File: src/rtl/mips_instr_encoder.sv
// mips_instr_encoder
//   Streaming MIPS instruction encoder. Each accepted beat (operation select
//   plus register/immediate fields) is assembled into a 32-bit MIPS word,
//   buffered in a small FIFO and written to consecutive word addresses of
//   instruction memory through a valid/ready write port.
//
// Ports
//   Clk, Reset            clock, asynchronous active-high reset
//   InValid / InReady     input beat handshake
//   InOp                  operation select (0..29 legal, 30..31 illegal)
//   InRs/InRt/InRd/InShamt register and shift fields
//   InImm                 [15:0] immediate/offset, [25:0] jump target
//   InLast                final instruction of a program
//   MemWrite / MemReady   memory write handshake
//   MemAddress            byte address {word address, 2'b00}
//   MemWriteData          encoded instruction at the FIFO head
//   Done                  one-cycle pulse after the last word is written
//   Error                 sticky illegal-operation flag
module mips_instr_encoder #(
  parameter int DEPTH     = 4,
  parameter int ADDR_W    = 8,
  parameter int BASE_ADDR = 0
) (
  input  logic        Clk,
  input  logic        Reset,
  input  logic        InValid,
  output logic        InReady,
  input  logic [4:0]  InOp,
  input  logic [4:0]  InRs,
  input  logic [4:0]  InRt,
  input  logic [4:0]  InRd,
  input  logic [4:0]  InShamt,
  input  logic [25:0] InImm,
  input  logic        InLast,
  output logic        MemWrite,
  input  logic        MemReady,
  output logic [31:0] MemAddress,
  output logic [31:0] MemWriteData,
  output logic        Done,
  output logic        Error
);

  localparam int PTR_W = $clog2(DEPTH);
  localparam int CNT_W = PTR_W + 1;
  localparam logic [ADDR_W-1:0] BASE_WORD = ADDR_W'(BASE_ADDR);

  typedef enum logic [1:0] {IDLE, RUN, DRAIN, DONE} state_t;

  state_t             state, state_next;
  logic [31:0]        fifo_mem [DEPTH];
  logic [PTR_W-1:0]   wr_ptr, rd_ptr;
  logic [CNT_W-1:0]   count, count_next;
  logic [ADDR_W-1:0]  word_addr;
  logic               accept, push, pop, full, empty, illegal;
  logic [31:0]        enc_word;

  // Field layout: opcode[31:26] rs[25:21] rt[20:16] rd[15:11] shamt[10:6] funct[5:0].
  // Forced fields are substituted here so the FIFO only ever holds final words.
  function automatic logic [31:0] encode(
    input logic [4:0]  op,
    input logic [4:0]  rs,
    input logic [4:0]  rt,
    input logic [4:0]  rd,
    input logic [4:0]  sh,
    input logic [25:0] imm
  );
    logic [31:0] w;
    w = 32'h0;
    case (op)
      5'd0:  w = {6'd0,  rs,   rt,   rd,   sh,   6'd32};
      5'd1:  w = {6'd0,  rs,   rt,   rd,   sh,   6'd33};
      5'd2:  w = {6'd0,  rs,   rt,   rd,   sh,   6'd36};
      5'd3:  w = {6'd0,  rs,   rt,   rd,   sh,   6'd37};
      5'd4:  w = {6'd0,  rs,   rt,   rd,   sh,   6'd34};
      5'd5:  w = {6'd0,  rs,   rt,   rd,   sh,   6'd42};
      5'd6:  w = {6'd0,  rs,   rt,   rd,   sh,   6'd39};
      5'd7:  w = {6'd0,  5'd0, rt,   rd,   sh,   6'd0};
      5'd8:  w = {6'd0,  rs,   5'd0, 5'd0, 5'd0, 6'd8};
      5'd9:  w = {6'd0,  rs,   rt,   rd,   sh,   6'd10};
      5'd10: w = {6'd0,  5'd1, rt,   rd,   sh,   6'd2};
      5'd11: w = {6'd0,  rs,   rt,   rd,   5'd1, 6'd6};
      5'd12: w = {6'd0,  rs,   rt,   rd,   sh,   6'd38};
      5'd13: w = {6'd28, rs,   rt,   rd,   5'd0, 6'd33};
      5'd14: w = {6'd28, rs,   rt,   rd,   5'd0, 6'd32};
      5'd15: w = {6'd8,  rs,   rt,   imm[15:0]};
      5'd16: w = {6'd9,  rs,   rt,   imm[15:0]};
      5'd17: w = {6'd12, rs,   rt,   imm[15:0]};
      5'd18: w = {6'd13, rs,   rt,   imm[15:0]};
      5'd19: w = {6'd4,  rs,   rt,   imm[15:0]};
      5'd20: w = {6'd5,  rs,   rt,   imm[15:0]};
      5'd21: w = {6'd2,  imm};
      5'd22: w = {6'd3,  imm};
      5'd23: w = {6'd35, rs,   rt,   imm[15:0]};
      5'd24: w = {6'd43, rs,   rt,   imm[15:0]};
      5'd25: w = {6'd28, rs,   rt,   rd,   5'd0, 6'd2};
      5'd26: w = {6'd1,  rs,   5'd0, imm[15:0]};
      5'd27: w = {6'd1,  rs,   5'd1, imm[15:0]};
      5'd28: w = {6'd7,  rs,   5'd0, imm[15:0]};
      default: w = 32'h0;  // NOP, and a don't-care for illegal ops
    endcase
    return w;
  endfunction

  assign illegal  = (InOp[4:1] == 4'b1111);
  assign enc_word = encode(InOp, InRs, InRt, InRd, InShamt, InImm);

  assign full  = (count == CNT_W'(DEPTH));
  assign empty = (count == '0);

  // Reset gates InReady combinationally so no beat is taken while held.
  assign InReady = !Reset && !full && (state == IDLE || state == RUN);
  assign accept  = InValid && InReady;
  assign push    = accept && !illegal;
  assign MemWrite = !empty;
  assign pop     = MemWrite && MemReady;

  assign MemWriteData = empty ? 32'h0 : fifo_mem[rd_ptr];
  assign MemAddress   = 32'({word_addr, 2'b00});
  assign Done         = (state == DONE);

  always_comb begin
    count_next = count;
    case ({push, pop})
      2'b10:   count_next = count + CNT_W'(1);
      2'b01:   count_next = count - CNT_W'(1);
      default: count_next = count;
    endcase
  end

  always_comb begin
    state_next = state;
    case (state)
      IDLE:    if (accept) state_next = InLast ? DRAIN : RUN;
      RUN:     if (accept && InLast) state_next = DRAIN;
      // Leave as soon as the FIFO will be empty so Done follows the final pop.
      DRAIN:   if (count_next == '0) state_next = DONE;
      DONE:    state_next = IDLE;
      default: state_next = IDLE;
    endcase
  end

  always_ff @(posedge Clk or posedge Reset) begin
    if (Reset) begin
      state     <= IDLE;
      wr_ptr    <= '0;
      rd_ptr    <= '0;
      count     <= '0;
      word_addr <= BASE_WORD;
      Error     <= 1'b0;
    end else begin
      state <= state_next;
      count <= count_next;
      if (push) wr_ptr <= wr_ptr + PTR_W'(1);
      if (pop)  rd_ptr <= rd_ptr + PTR_W'(1);
      if (state == DONE)
        word_addr <= BASE_WORD;
      else if (pop)
        word_addr <= word_addr + ADDR_W'(1);
      if (accept && illegal) Error <= 1'b1;
    end
  end

  // FIFO storage is data only; the read side is masked while empty.
  always_ff @(posedge Clk) begin
    if (push) fifo_mem[wr_ptr] <= enc_word;
  end

endmodule

File: config.mk
export PLATFORM = sky130hd
export DESIGN_NAME = mips_instr_encoder
export DESIGN_NICKNAME = d
export VERILOG_FILES = /design/src/rtl/mips_instr_encoder.sv
export SDC_FILE = /design/constraint.sdc
export NUM_CORES = 1
export LEC_CHECK = 0
export BUFFER_PORTS_ARGS = -buffer_cell sky130_fd_sc_hd__buf_2
export CAP_MARGIN = 25
export CORE_MARGIN = 4
export CORE_UTILIZATION = 55
export DETAILED_ROUTE_END_ITERATION = 10
export MAX_ROUTING_LAYER = met4
export PLACE_DENSITY = 0.84
export SETUP_SLACK_MARGIN = 0.02
export SYNTH_ARGS = -nofsm -noshare
export SYNTH_HDL_FRONTEND = slang
export SYNTH_SLANG_ARGS = --single-unit
File: constraint.sdc
create_clock -name Clk -period 3.5 [get_ports Clk]
set_input_delay 0.875 -clock Clk [delete_from_list [all_inputs] [get_ports Clk]]
set_output_delay 0.875 -clock Clk [all_outputs]
set_load 0.05 [all_outputs]
Word level (Yosys, flattened, before mapping)
Memory sizes are Yosys's and may differ from the RTL's.
Cells that the tools add are included.
W data, S select, Z words.
{ "classes": {"reduce_logical": 18, "n_addsub": 5, "n_eq_ne": 38, "mux": 12} }
{ "ops": {"columns": ["cell", "count"], "rows": [
  ["$pmux W32 S29", 1],
  ["$eq A5 B5 Y1 const B", 13],
  ["$eq A5 B4 Y1 const B", 8],
  ["$mux W32", 1],
  ["$eq A5 B3 Y1 const B", 4],
  ["$mux W8", 2],
  ["$eq A5 B2 Y1 const B", 2],
  ["$add A8 B1 Y8 const B", 1],
  ["$mux W2", 4],
  ["$pmux W2 S4", 1],
  ["$logic_and A1 B1 Y1", 7],
  ["$eq A2 B2 Y1 const B", 3],
  ["$logic_not A3 Y1", 2],
  ["$pmux W3 S2", 1],
  ["$eq A5 B1 Y1 const B", 1],
  ["$logic_not A5 Y1", 1],
  ["$add A2 B1 Y2 const B", 2],
  ["$eq A2 B1 Y1 const B", 2],
  ["$eq A4 B4 Y1 const B", 1],
  ["$logic_not A1 Y1", 4],
  ["$ne A2 B2 Y1 const B", 2],
  ["$add A3 B1 Y3 const B", 1],
  ["$eq A3 B3 Y1 const B", 1],
  ["$reduce_and A3 Y1", 1],
  ["other kinds (6)", 7]
]} }
{ "word_totals": {"output_inout_bits": 68, "register_bits": 18, "input_bits": 56, "wordCells": 80, "n_memories": 1, "ramBits": 128} }
{ "mem_list": {"columns": ["memory", "words", "word_bits", "rd", "rd_clocked_by_memory_dff", "wr", "line", "source"], "rows": [
  ["fifo_mem", 4, 32, 1, 0, 1, "50", "logic [31:0] fifo_mem [DEPTH];"]
]} }

Logic depth before layout (Yosys ltp)
Gate-level depths: netlist (run 1).
{ "logic_depth": {"depth_word": 11, "depth_mapped": 15} }

Least setup slack after synthesis (run 1)
Ideal clock, no wire load.
{ "synth_path": {"kind": "input to register", "start": "input Reset", "end": "register state[0]", "cell_stages": 12, "setup_slack_ps": 41, "required_ps": 3421, "t_arrival_ps": 3380, "path_cell_list": "a211oi_2 -> and3_1 -> buf_2 -> inv_1 -> ha_1 -> inv_1 -> fa_1 -> and3b_1 -> a21oi_1 -> o31ai_1 -> o221ai_1 -> mux2i_1"} }
{ "synth_via": {"elab_chain_len": 10, "word_cells_on_any_way": 14, "cone_classes": "eq/ne (5); mux (1); reduce/logical (8)"} }
{ "synth_lines": {"columns": ["element", "line", "source"], "rows": [
  ["start, declared", "25", "input logic Reset,"],
  ["$logic_not A1 Y1 (no line) *", null, null],
  ["$logic_and A1 B1 Y1 * (2 in a row)", "111", "assign InReady = !Reset && !full && (state == IDLE || state == RUN);"],
  ["$logic_and A1 B1 Y1 *", "112", "assign accept = InValid && InReady;"],
  ["$logic_and A1 B1 Y1", "113", "assign push = accept && !illegal;"],
  ["$eq A2 B1 Y1 or $eq A2 B2 Y1 (tied branches)", "123", "case ({push, pop})"],
  ["$pmux W3 S2", "123", null],
  ["$logic_not A3 Y1", "136", "DRAIN: if (count_next == '0) state_next = DONE;"],
  ["$ne A2 B2 Y1 (no line)", null, null],
  ["$reduce_and A3 Y1 (no line) *", null, null],
  ["end signal, assigned", "151", "state <= state_next;"],
  ["end, declared", "49", "state_t state, state_next;"]
]} }
Mark *: on every way between the ends. The rest lies on a longest branch, timed or not.
A chain may end at the register's enable or synchronous reset.

Worst setup path after layout (run 1)
{ "layout_path": {"start": "register count[2]", "end": "output MemWriteData[1]"} }
{ "layout_via": {"elab_chain_len": 2} }
{ "layout_lines": {"columns": ["element", "line", "source"], "rows": [
  ["start, declared", "52", "logic [CNT_W-1:0] count, count_next;"],
  ["start signal, assigned", "152", "count <= count_next;"],
  ["$logic_not A3 Y1", "108", "assign empty = (count == '0);"],
  ["$mux W32", "117", "assign MemWriteData = empty ? 32'h0 : fifo_mem[rd_ptr];"],
  ["end, declared", "38", "output logic [31:0] MemWriteData,"]
]} }
Every way passes these cells.

==> results of run 1 <==
## area by class of cell
type	count	area, µm²
Inverter	13	48.8
Clock buffer	19	433
Tap cell	168	210
Sequential cell	146	4300
Fill cell	823	4020
Multi-Input combinational cell	289	2330
Clock inverter	13	175
Timing Repair Buffer	117	651
## power by group
group / total, mW / internal, mW / switching [mW] / leakage, nW
clock: 1.85 / 1.14 / 0.714 / 0.290
combinational: 2.97 / 0.962 / 2.00 / 1.46
sequential: 2.22 / 2.12 / 0.103 / 1.39
total: 7.04 / 4.22 / 2.82 / 3.14
## worst paths after layout
kind,start,end,slack (ns),cells after the start
setup / recovery,count[2],MemWriteData[1],0.43,4
hold / removal,Reset,Error,0.48,3
setup reg to reg,state[0],state[1],0.58,14
hold reg to reg,Error,Error,0.48,1
max in group asynchronous,Reset,rd_ptr[0],2.81,3
min in group Clk,Error,Error,0.48,1
## sequential cells by signal, indices dropped and copies added (netlist names)
signal,flops
fifo_mem,128
word_addr,8
count,3
rd_ptr,2
state,2
wr_ptr,2
Error,1
## per-stage QoR
stage	cell area, µm²	cells	hold slack, ns	total power, mW	utilization
floorplan	7020	504	0.512	4.61	-
detailed placement	7520	732	0.463	5.23	0.618
global placement	7520	732	0.456	5.16	0.618
global route	8140	765	0.510	7.37	0.669
finish	8140	765	0.478	7.04	0.669
CTS	8130	764	0.477	7.08	0.668
## layer usage
layer	track usage	up-vias	wire, µm
met4	0.0956	0	404
met5	-	-	0
met1	0.251	2094	5520
met3	0.0552	34	1170
li1	-	1972	-
met2	0.347	218	7240
## critical path, stage by stage, from the launching register on
cell and delay, ns:
sky130_fd_sc_hd__dfrtp_1 0.45, sky130_fd_sc_hd__or3_1 0.68, sky130_fd_sc_hd__buf_8 0.28, sky130_fd_sc_hd__and2_1 0.15
sky130_fd_sc_hd__buf_2 0.21
## kinds of logic after synthesis
family / synth area share
muxes: 0.111
AOI/OAI and AO/OA: 0.0776
buffers and inverters: 0.0574
and+or+nand+nor: 0.0973
adders and majority gates: 0.0209
other: 0.000541
xor gates and xnor gates: 0.0152
DFF: 0.620
## synth_stat cells, types with 2 or more instances
library cell and instances:
sky130_fd_sc_hd__a22o_1 19, sky130_fd_sc_hd__mux2i_1 5, sky130_fd_sc_hd__a21oi_1 16, sky130_fd_sc_hd__buf_2 18, sky130_fd_sc_hd__a31oi_1 3, sky130_fd_sc_hd__edfxtp_1 128, sky130_fd_sc_hd__o31ai_1 4, sky130_fd_sc_hd__nand4b_1 2
sky130_fd_sc_hd__and2_1 39, sky130_fd_sc_hd__nor2b_1 5, sky130_fd_sc_hd__ha_1 10, sky130_fd_sc_hd__xnor2_1 4, sky130_fd_sc_hd__nor2_1 18, sky130_fd_sc_hd__a21boi_0 2, sky130_fd_sc_hd__inv_1 13, sky130_fd_sc_hd__dfrtp_1 18
sky130_fd_sc_hd__nand3b_1 2, sky130_fd_sc_hd__nand3_1 9, sky130_fd_sc_hd__o21ai_0 18, sky130_fd_sc_hd__nand2b_1 2, sky130_fd_sc_hd__mux4_2 32, sky130_fd_sc_hd__buf_4 29, sky130_fd_sc_hd__nand4_1 3, sky130_fd_sc_hd__clkbuf_1 7
sky130_fd_sc_hd__or3_1 3, sky130_fd_sc_hd__nand2_1 35, sky130_fd_sc_hd__and3_1 4, sky130_fd_sc_hd__a221o_1 2, sky130_fd_sc_hd__xor2_1 8
## placed cells by master (no fill, tap or decap), types with 9 or more instances in the layout
cell type / n
sky130_fd_sc_hd__nor2_1: 18
sky130_fd_sc_hd__and2_1: 36
sky130_fd_sc_hd__conb_1: 24
sky130_fd_sc_hd__dfrtp_1: 17
sky130_fd_sc_hd__a22o_1: 19
sky130_fd_sc_hd__buf_4: 16
sky130_fd_sc_hd__ha_1: 10
sky130_fd_sc_hd__edfxtp_1: 128
sky130_fd_sc_hd__clkbuf_16: 17
sky130_fd_sc_hd__inv_1: 13
sky130_fd_sc_hd__a21oi_1: 16
sky130_fd_sc_hd__nand3_1: 9
sky130_fd_sc_hd__mux4_2: 32
sky130_fd_sc_hd__nand2_1: 35
sky130_fd_sc_hd__o21ai_0: 18
sky130_fd_sc_hd__buf_2: 99
==> results list, run 1 <==
- Run status: complete, no violations
- Via count of the first global-routing pass: 4357
* Sequential area share after synthesis: 0.620
- Cell at the root of the clock tree: sky130_fd_sc_hd__clkbuf_16
* Buffer levels on the longest clock path: 2
- The first TritonRoute pass finished after 5 iterations.
- In the global route stage, overall resource usage came out at 0.212.
- STA classifies the critical path endpoint as a primary output.
- Leading cell types by total area after synthesis: sky130_fd_sc_hd__edfxtp_1 55%, sky130_fd_sc_hd__mux4_2 10%, sky130_fd_sc_hd__dfrtp_1 6.5%, sky130_fd_sc_hd__and2_1 3.5%, sky130_fd_sc_hd__buf_4 3.1%
* Total global routing overflow: 0
* Die boundary width: around 120 µm
- The H-tree was split into 4 levels.
- The worst setup path is of the reg2out kind.
- Synthesis inferred between 100 and 150 register bits.
* Worst Setup Start Kind: register
- Post-CTS timing repair inserted 0 buffers for setup.
- The Yosys step of the flow raised 0 warnings.
* Fin Setup TNS: 0 ns
- In the final layout, the share of cells above drive strength 1 is 0.313.
* Die Outline Area: 14500 µm²
- For this run, the leading register cell type out of synthesis is sky130_fd_sc_hd__edfxtp_1.
* TritonCTS clock tree: yes
- Top achievable clock speed: between 0.3 and 0.4 GHz
* Pin count of the biggest net entering global routing: 35
- Final-report max-slew violation count: 0
* Number of antenna-violating nets in the routed design: 0
- Detailed-route via count: ~4300
- Setup violations remaining at the end of the flow were counted as 0.
* Place WS: roughly 0.34 ns
* Core region area: between 10000 and 15000 µm²
- Time the worst path needs with I/O delays and setup: 3.07 ns
* Peak supply drop: about 0.00039 V
* Vias per std cell: around 5.6
- Post-route clock skew: 0.0102 ns
* Area delta synth->final: 17.5%
- Synth async-reset ratio: 0.123
- The tree built by TritonCTS fans out to ~150 sinks.
- Worst hold-check path type: in2async
* Final wirelength: between 10000 and 15000 µm
- DPL Wire Length: ~9200 µm
- Unique masters post-synth: 52
* Worst path required time: 2.62 ns
- GP Congestion: between 0.8 and 0.9
- Routed len/inst: between 15 and 20 µm
* Post-detailed-route DRC marker count: 0
- Clock slew seen by the registers of the worst setup and hold paths: ~0.060 ns
- The first global-routing pass estimated around 23000 µm of wire.
- Yosys top cell area share: 0.555
* CP Max Fanout: 19
- For this design the static power due to leakage is roughly 3.1 nW.
- Dividing the final minimum period by the clock period gives 0.876.
- Number of instances in the synthesized netlist: between 400 and 500
- Power spread over the standard cell area amounts to ~860 nW/µm².
* Die Height: approximately 120 µm
* RSZ-0062 raised after global routing: false
- Slew HR: 0.508
* Worst-case setup margin in the final layout: 0.434 ns
* Nets: around 650
- For this block, the initial DRC count from the detailed router was roughly 340.
- Maxcap violations: 0
* Std cell rows: 40
* Cell accounting for the most synthesized area: sky130_fd_sc_hd__edfxtp_1
- For the worst setup path, the data arrival time is 2.19 ns.
- Synthesized area divided by synthesized cell count: ~14 µm²
- Total clock buffers created by CTS: 17
- Number of enable-type register cells in the synthesized netlist: ~130
* Number of buffers inserted by hold repair at cts: 0
- about 120 I/O pins were placed.
* Antenna violations before repair: 0
* Post-synth design cell area: approximately 7000 µm²
- # resized after CTS: 0
- Effective utilization at floorplan: 0.570
- Actual transition at the worst max-transition pin: 0.738 ns
- Number of diodes added for antenna fixing: 0
* Port Buffer Count: 99
- The number of endpoints with negative hold slack in the final report was 0.
- Insertion delay to the later sink of the worst-skew pair: 0.42 ns
Note: power is estimated with default switching activity, not from simulation.
==> run 2: changes to the inputs <==
- ABC_AREA: unset -> 1
- CORE_UTILIZATION: 55 -> 40
- PLACE_DENSITY: 0.84 -> 0.63
==> results list, run 2 <==
* Crit end category: primary output (unchanged)
- The cell taking the most area after synthesis is sky130_fd_sc_hd__edfxtp_1 (unchanged).
* R2r worst-path depth: 17 (was 14)
- Most common library cells after synthesis: 448 x sky130_fd_sc_hd__nand2_1, 310 x sky130_fd_sc_hd__nor2_1, 189 x sky130_fd_sc_hd__nand3_1, 188 x sky130_fd_sc_hd__nand4_1, 128 x sky130_fd_sc_hd__edfxtp_1 (was 128 x sky130_fd_sc_hd__edfxtp_1, 39 x sky130_fd_sc_hd__and2_1, 35 x sky130_fd_sc_hd__nand2_1, 32 x sky130_fd_sc_hd__mux4_2, 29 x sky130_fd_sc_hd__buf_4).
- Actual transition at the worst max-transition pin: 0.846 ns (was 0.738 ns)
* Port Buffer Count: 99 (unchanged)
- Number of buffers inserted by hold repair at cts: 0 (unchanged)
* WS Path Type: reg2out (unchanged)
* GRT met2 Usage: 0.346 (was 0.347)
* Worst hold slack after final layout: 0.489 ns (was 0.478 ns)
* TritonCTS clock tree: yes (unchanged)
- Leading cell types by total area after synthesis: sky130_fd_sc_hd__edfxtp_1 32%, sky130_fd_sc_hd__nand2_1 14%, sky130_fd_sc_hd__nand4_1 9.9%, sky130_fd_sc_hd__nor2_1 9.8%, sky130_fd_sc_hd__nand3_1 8.0% (was sky130_fd_sc_hd__edfxtp_1 55%, sky130_fd_sc_hd__mux4_2 10%, sky130_fd_sc_hd__dfrtp_1 6.5%, sky130_fd_sc_hd__and2_1 3.5%, sky130_fd_sc_hd__buf_4 3.1%)
- The number of buffers created by CTS was 17 (unchanged).
- Total setup violations reported at the end of the flow: 0 (unchanged)
- Worst path required time: 2.62 ns (about the same)
* Top achievable clock speed: 0.327 GHz (was 0.326 GHz)
- The most utilized layer in the global route result was met2 (unchanged).
- Most frequent cells in the layout: 448 x sky130_fd_sc_hd__nand2_1, 306 x sky130_fd_sc_hd__nor2_1, 189 x sky130_fd_sc_hd__nand3_1 (was 128 x sky130_fd_sc_hd__edfxtp_1, 99 x sky130_fd_sc_hd__buf_2, 36 x sky130_fd_sc_hd__and2_1).
- Clock H-tree levels: 4 (unchanged)
- The number of instances in the synthesized netlist is 1743 (was 481).
- Yosys top cell area share: 0.324 (was 0.555)
* Number of storage elements in the synthesis netlist: 146 (unchanged)
- Ys flop type: sky130_fd_sc_hd__edfxtp_1 (unchanged)
* Pin count of the biggest net entering global routing: 204 (was 35)
* Run status: complete, no violations (unchanged)
- Die boundary width: 180 µm (was 120 µm)
- The overall power consumption was 8.18 mW (was 7.04 mW).
- Final-report max-slew violation count: 0 (unchanged)
- Registers with the most flip-flops: fifo_mem x128, word_addr x8, count x3 (unchanged)
- The latest clock arrival within the worst-skew pair was 0.41 ns (was 0.42 ns).
- The total track usage is 0.219 (was 0.212).
* First-pass iteration count of the detailed router: 6 (was 5)
* Met1 Track Usage GR: 0.303 (was 0.251)
- Share of the clock period used by the worst path: 0.875 (was 0.876)
- The pre-CTS worst setup slack was 0.386 ns (was 0.345 ns).
- The synthesized area per cell is 6.82 µm² (was 14.4 µm²).
- The die outline height came to 180 µm (was 120 µm).
- The count of synthesis-stage warnings from yosys came to 0 (unchanged).
* Std cell rows: 62 (was 40)
- The number of vias after detailed routing came to 11900 (was 4318).
- Clock slew seen by the registers of the worst setup and hold paths: 0.06 ns (about the same)
- The number of gates given a new drive strength after cts is 0 (unchanged).
- Hold depth: 1
- The class of the most critical hold timing path is reg2reg (was in2async).
- CTS sink cnt: 146 (unchanged)
- Slew HR: 0.436 (was 0.508)
- The initial standard-cell utilization of the core is 0.409 (was 0.570).
* P_leak: 6.08 nW (was 3.14 nW)
- Post-route clock skew: 0.00823 ns (was 0.0102 ns)
- Cell at the root of the clock tree: sky130_fd_sc_hd__clkbuf_16 (unchanged)
* Nets: 1816 (was 651)
- Worst-case setup margin in the final layout: 0.438 ns (was 0.434 ns)
- The area added between synthesis and finish came to 10.4% (was 17.5%).
- Core region area: 29000 µm² (was 12200 µm²)
- RSZ-0062 raised after global routing: false (unchanged)
- CP Max Fanout: 26 (was 19)
- The routed wire length was 36500 µm (was 14300 µm).
- The remaining global-route overflow was 0 (unchanged).
- Crit Reg-Reg Endpoint: state[1] (unchanged)
- Number of enable-type register cells in the synthesized netlist: 128 (unchanged)
- Worst min-delay path endpoint: Error
* Die Outline Area: 32500 µm² (was 14500 µm²)
- The count of distinct cell types in the synthesized netlist was 39 (was 52).
- Most common cell in the synthesized netlist: sky130_fd_sc_hd__nand2_1 (was sky130_fd_sc_hd__edfxtp_1)
- The minimum clock period came to 3.06 ns (was 3.07 ns).
* Source of the worst register-to-register timing path: state[0] (unchanged)
- DRC marker count from the first detailed-route iteration: 1166 (was 338)
* Register-to-register setup slack: 0.71 ns (was 0.58 ns)
- Arr. time, crit path: 2.19 ns (about the same)
- Flip-flop count of the largest register after layout: 128 (unchanged)
* Most common cell after layout, fill and taps aside: sky130_fd_sc_hd__nand2_1 (was sky130_fd_sc_hd__edfxtp_1)
- The sequential cell area fraction in the yosys report came to 0.361 (was 0.620).
* Most flop-heavy register: fifo_mem (unchanged)
* Antenna violations before repair: 2 (was 0)
- DPL Wire Length: 24000 µm (was 9210 µm)
* Met3 Resource Use GR: 0.0309 (was 0.0552)
* GP Congestion: 0.906 (was 0.889)
- Fin Setup TNS: 0 ns (unchanged)
- Routed len/inst: 17.0 µm (was 18.7 µm)
- Synth async-reset ratio: 0.123 (unchanged)
* Number of antenna-violating nets in the routed design: 0 (unchanged)
* Post-CTS setup buffer count: 0 (unchanged)
* Post-detailed-route DRC marker count: 0 (unchanged)
- The total power per unit cell area was 623 nW/µm² (was 865 nW/µm²).
* Total I/O pin count: 124 (unchanged)
- The share of final-layout standard cells stronger than drive strength 1 was 0.128 (was 0.313).
* Vias per std cell: 5.52 (was 5.64)
- Final hold violation count: 0 (unchanged)
- The maximum buffer depth of the clock tree came to 2 (unchanged).
* Post-synth design cell area: 11900 µm² (was 6930 µm²)
* Worst Setup Start Kind: register (unchanged)
- Peak supply drop: 0.000464 V (was 0.000390 V)
- Via count of the first global-routing pass: 10300 (was 4357)
- Beginning of the worst hold path: Error
* Maxcap violations: 0 (unchanged)
- The global-route wire length before repair came to 57000 µm (was 22500 µm).
## run 2: changes by cell type after synthesis, sizes merged, moves of 10 or more
cell	previous run	this run
nand2	35	457
nor2	18	330
nand4	3	188
nand3	9	191
buf	49	118
inv	13	82
clkbuf	7	70
o21ai	19	69
and2	39	0
mux4	32	0
a21oi	16	40
a22o	19	0
o2111ai	0	10
## run 2: final cells by class
type / count / area, µm²
well taps: 384 / 480
repair buffers: 152 / 1000
inverters: 82 / 317
flip-flops and latches: 146 / 4300
clock buffers: 19 / 433
fillers: 2927 / 15900
diodes: 2 / 5.00
multi-input cells: 1350 / 6380
clock inverters: 13 / 206
## run 2: report_power, final
group / internal, mW / switching (mW)
sequential: 2.15 / 0.0943
clock: 1.27 / 0.682
combinational: 0.915 / 3.07
total: 4.33 / 3.84
## run 2: per-layer routing
metal,up-vias,wire length (µm)
met4,0,603
li1,5874,-
met2,441,16900
met5,-,0
met1,5507,16200
met3,36,2700
## run 2: logic make-up after synthesis
group,Yosys count,synth area share
AOI/OAI and AO/OA,131,0.0610
xor gates and xnor gates,5,0.00369
adders and majority gates,11,0.0122
buffers and inverters,270,0.111
DFF,146,0.361
other,1,0.000316
and+or+nand+nor,1179,0.450
## run 2: worst max path at each step
stage	startpoint	slack, ns	endpoint	depth (start not counted)
5_1_grt	rd_ptr[0]	0.31	MemWriteData[21]	5
3_5_place_dp	InOp[2]	0.39	state[1]	17
3_3_place_gp	InOp[4]	0.44	fifo_mem[3][18]	12
4_1_cts	rd_ptr[0]	0.41	MemWriteData[26]	5
6_report	rd_ptr[0]	0.44	MemWriteData[21]	5
2_1_floorplan	Reset	-0.16	fifo_mem[0][0]	5
## run 2: through the flow
step	instance area [µm²]	cells	util
detailed placement	12500	2114	0.430
global route	13100	2148	0.452
finish	13100	2148	0.452
CTS	13100	2146	0.452
floorplan	12000	1766	-
global placement	12500	2114	0.430
## run 2: critical path, stage by stage, from the launching register on
cell                      delay (ns)
sky130_fd_sc_hd__dfrtp_2        0.42
sky130_fd_sc_hd__inv_2          0.31
sky130_fd_sc_hd__buf_4          0.30
sky130_fd_sc_hd__o21ai_0        0.12
sky130_fd_sc_hd__a21oi_1        0.29
sky130_fd_sc_hd__buf_2          0.33
==> run 3: changes to the inputs <==
- CORE_UTILIZATION: 40 -> 55
- PLACE_DENSITY: 0.63 -> 0.8
==> results list, run 3 (same netlist as run 2, synthesis figures left out) <==
- The pre-CTS worst setup slack came to 0.425 ns (was 0.386 ns).
- First-pass GRT wire length: 53700 µm (was 57000 µm)
- Total routing usage reported by global routing: 0.282 (was 0.219)
- The cell count of the worst hold path is 1 (unchanged).
- CP Cell Sequence: buf_12 -> nor2_1 -> nor2_1 -> o21ai_0 -> a21oi_1 -> buf_2 (was inv_2 -> buf_4 -> o21ai_0 -> a21oi_1 -> buf_2).
- The flip-flop count of the largest register after layout came to 128 (unchanged).
* CP Max Fanout: 40 (was 26)
* Power density cells: 628 nW/µm² (was 623 nW/µm²)
- Run status: complete, no violations (unchanged).
- The minimum clock period came to 3.27 ns (was 3.06 ns).
- The most utilized layer in the global route result is met2 (unchanged).
- Pin count of the biggest net entering global routing: 204 (unchanged)
- The area added between synthesis and finish was 8.04% (was 10.4%).
- The site row count is 53 (was 62).
- The remaining global-route overflow came to 0 (unchanged).
- Vias per std cell: 5.89 (was 5.52)
* Die Height: 155 µm (was 180 µm)
- First-pass iteration count of the detailed router: 6 (unchanged)
- The post-CTS setup buffer count came to 0 (unchanged).
- P_leak: 6.00 nW (was 6.08 nW)
- The final clock period utilization by the worst path is 0.935 (was 0.875).
- Power consumption: 8.07 mW (was 8.18 mW)
- The final count of pins violating max slew is 0 (unchanged).
- Actual transition at the worst max-transition pin: 0.841 ns (was 0.846 ns)
- Worst Setup Start Kind: register (unchanged)
- The cell depth of the worst flop-to-flop path is 17 (unchanged).
- Cell count after placement: 1997 (was 2114)
* Clock H-tree levels: 4 (unchanged)
* Insertion delay to the later sink of the worst-skew pair: 0.43 ns (was 0.41 ns)
- Registers with the most flip-flops: fifo_mem x128, word_addr x8, count x3 (unchanged).
* CTS sink cnt: 146 (unchanged)
- The number of buffers created by CTS came to 17 (unchanged).
- Crit end category: primary output (unchanged)
- Top achievable clock speed: 0.305 GHz (was 0.327 GHz)
* Most flop-heavy register: fifo_mem (unchanged)
* Fin Setup TNS: 0 ns (unchanged)
- The maximum vdd drop was 0.000364 V (was 0.000464 V).
- The number of DRC markers in iteration 0 was 1482 (was 1166).
- Port Buffer Count: 99 (unchanged)
- The count of placed standard cells in the final layout, fillers left out came to 2031 (was 2148).
- Clock slew seen by the registers of the worst setup and hold paths: 0.06 ns (about the same)
- Antenna violations before repair: 2 (unchanged)
- The number of I/O pins came to 124 (unchanged).
* Met3 Resource Use GR: 0.0434 (was 0.0309)
- Met1 Track Usage GR: 0.375 (was 0.303)
- Most frequent cells in the layout: 448 x sky130_fd_sc_hd__nand2_1, 306 x sky130_fd_sc_hd__nor2_1, 189 x sky130_fd_sc_hd__nand3_1 (unchanged).
- Die Outline Area: 24000 µm² (was 32500 µm²)
* Fill cells: 1897 (was 2927)
* Post-route clock skew: 0.0115 ns (was 0.00823 ns)
- The initial standard-cell utilization of the core is 0.562 (was 0.409).
* Worst path required time: 2.62 ns (about the same)
* Core region area: 21200 µm² (was 29000 µm²)
- Routed len/inst: 16.6 µm (was 17.0 µm)
- DPL Wire Length: 21500 µm (was 24000 µm)
* RSZ-0062 raised after global routing: false (unchanged)
- The combined area of the multi-input logic cells is 6370 µm² (was 6380 µm²).
- The CTS tree is yes (unchanged).
- The number of global-route vias before repair is 10200 (was 10300).
* Final Util: 0.607 (was 0.452)
* Worst-case setup margin in the final layout: 0.226 ns (was 0.438 ns)
- Maxcap violations: 0 (unchanged)
* Final hold violation count: 0 (unchanged)
* Most common cell after layout, fill and taps aside: sky130_fd_sc_hd__nand2_1 (unchanged)
- Final wirelength: 33700 µm (was 36500 µm)
- Share of final-layout standard cells stronger than drive strength 1: 0.125 (was 0.128)
- Die boundary width: 155 µm (was 180 µm)
- Cell at the root of the clock tree: sky130_fd_sc_hd__clkbuf_16 (unchanged)
- The maximum buffer depth of the clock tree was 2 (unchanged).
* Detailed-route via count: 12000 (was 11900)
- Most prevalent standard cell on the critical path: sky130_fd_sc_hd__nor2_1
- The number of antenna-violating nets in the routed design was 0 (unchanged).
* Arr. time, crit path: 2.40 ns (was 2.19 ns)
- Max incr delay on CP: 0.70 ns (was 0.42 ns)
* WS Path Type: reg2out (unchanged)
- GP Congestion: 0.909 (was 0.906)
- The number of setup violations in the final report came to 0 (unchanged).
* Nets: 1808 (was 1816)
- GRT met2 Usage: 0.439 (was 0.346)
- Post-detailed-route DRC marker count: 0 (unchanged)
- Worst hold-check path type: reg2reg (unchanged)
- Slew HR: 0.438 (was 0.436)
* Sequential cell area: 4300 µm² (unchanged)
* Critical Path Slowest Stage Cell: sky130_fd_sc_hd__dfrtp_2 (unchanged)
run 3: cell type report:
type,instances,area share
Multi-Input combinational cell,1350,0.497
Sequential cell,146,0.335
Timing Repair Buffer,144,0.0693
Clock buffer,17,0.0331
Tap cell,275,0.0268
Inverter,82,0.0249
Clock inverter,15,0.0141
Antenna cell,2,0.000390
run 3: repair_timing:
action / 4_1_cts / 5_1_grt
endpoints found under the setup margin: 0 / 1
gates resized for setup: 0 / 2
hold buffers: 0 / 0
run 3: stage by stage:
stage	area [µm²]	hold slack [ns]
floorplan	12000	0.466
global placement	12200	0.492
detailed placement	12200	0.500
CTS	12800	0.500
global route	12800	0.525
finish	12800	0.502
run 3: worst max-delay path: cells and delay by family (launching register included):
family	cells	cell delay (ns)
and+or+nand+nor	2	0.21
DFF	1	0.70
AOI/OAI and AO/OA	2	0.43
buffers and inverters	2	0.63
run 3: path summary, 6_finish.rpt:
kind                            from               end  slack (ns)
max                        rd_ptr[0]  MemWriteData[12]        0.23
min                            Error             Error        0.50
max reg2reg                 state[0]          state[1]        0.70
min reg2reg                    Error             Error        0.50
max in group asynchronous      Reset         rd_ptr[0]        2.77
min in group asynchronous      Reset      word_addr[6]        0.51
run 3: power breakdown:
group          switching, mW  internal (mW)
registers              0.142           2.15
clock network          0.740           1.13
logic                   2.99          0.911
run 3: per-layer routing:
metal	vias to the layer above	wire, µm
met5	-	0
met4	0	1010
met3	70	2700
met2	585	16000
met1	5442	14000
li1	5857	-
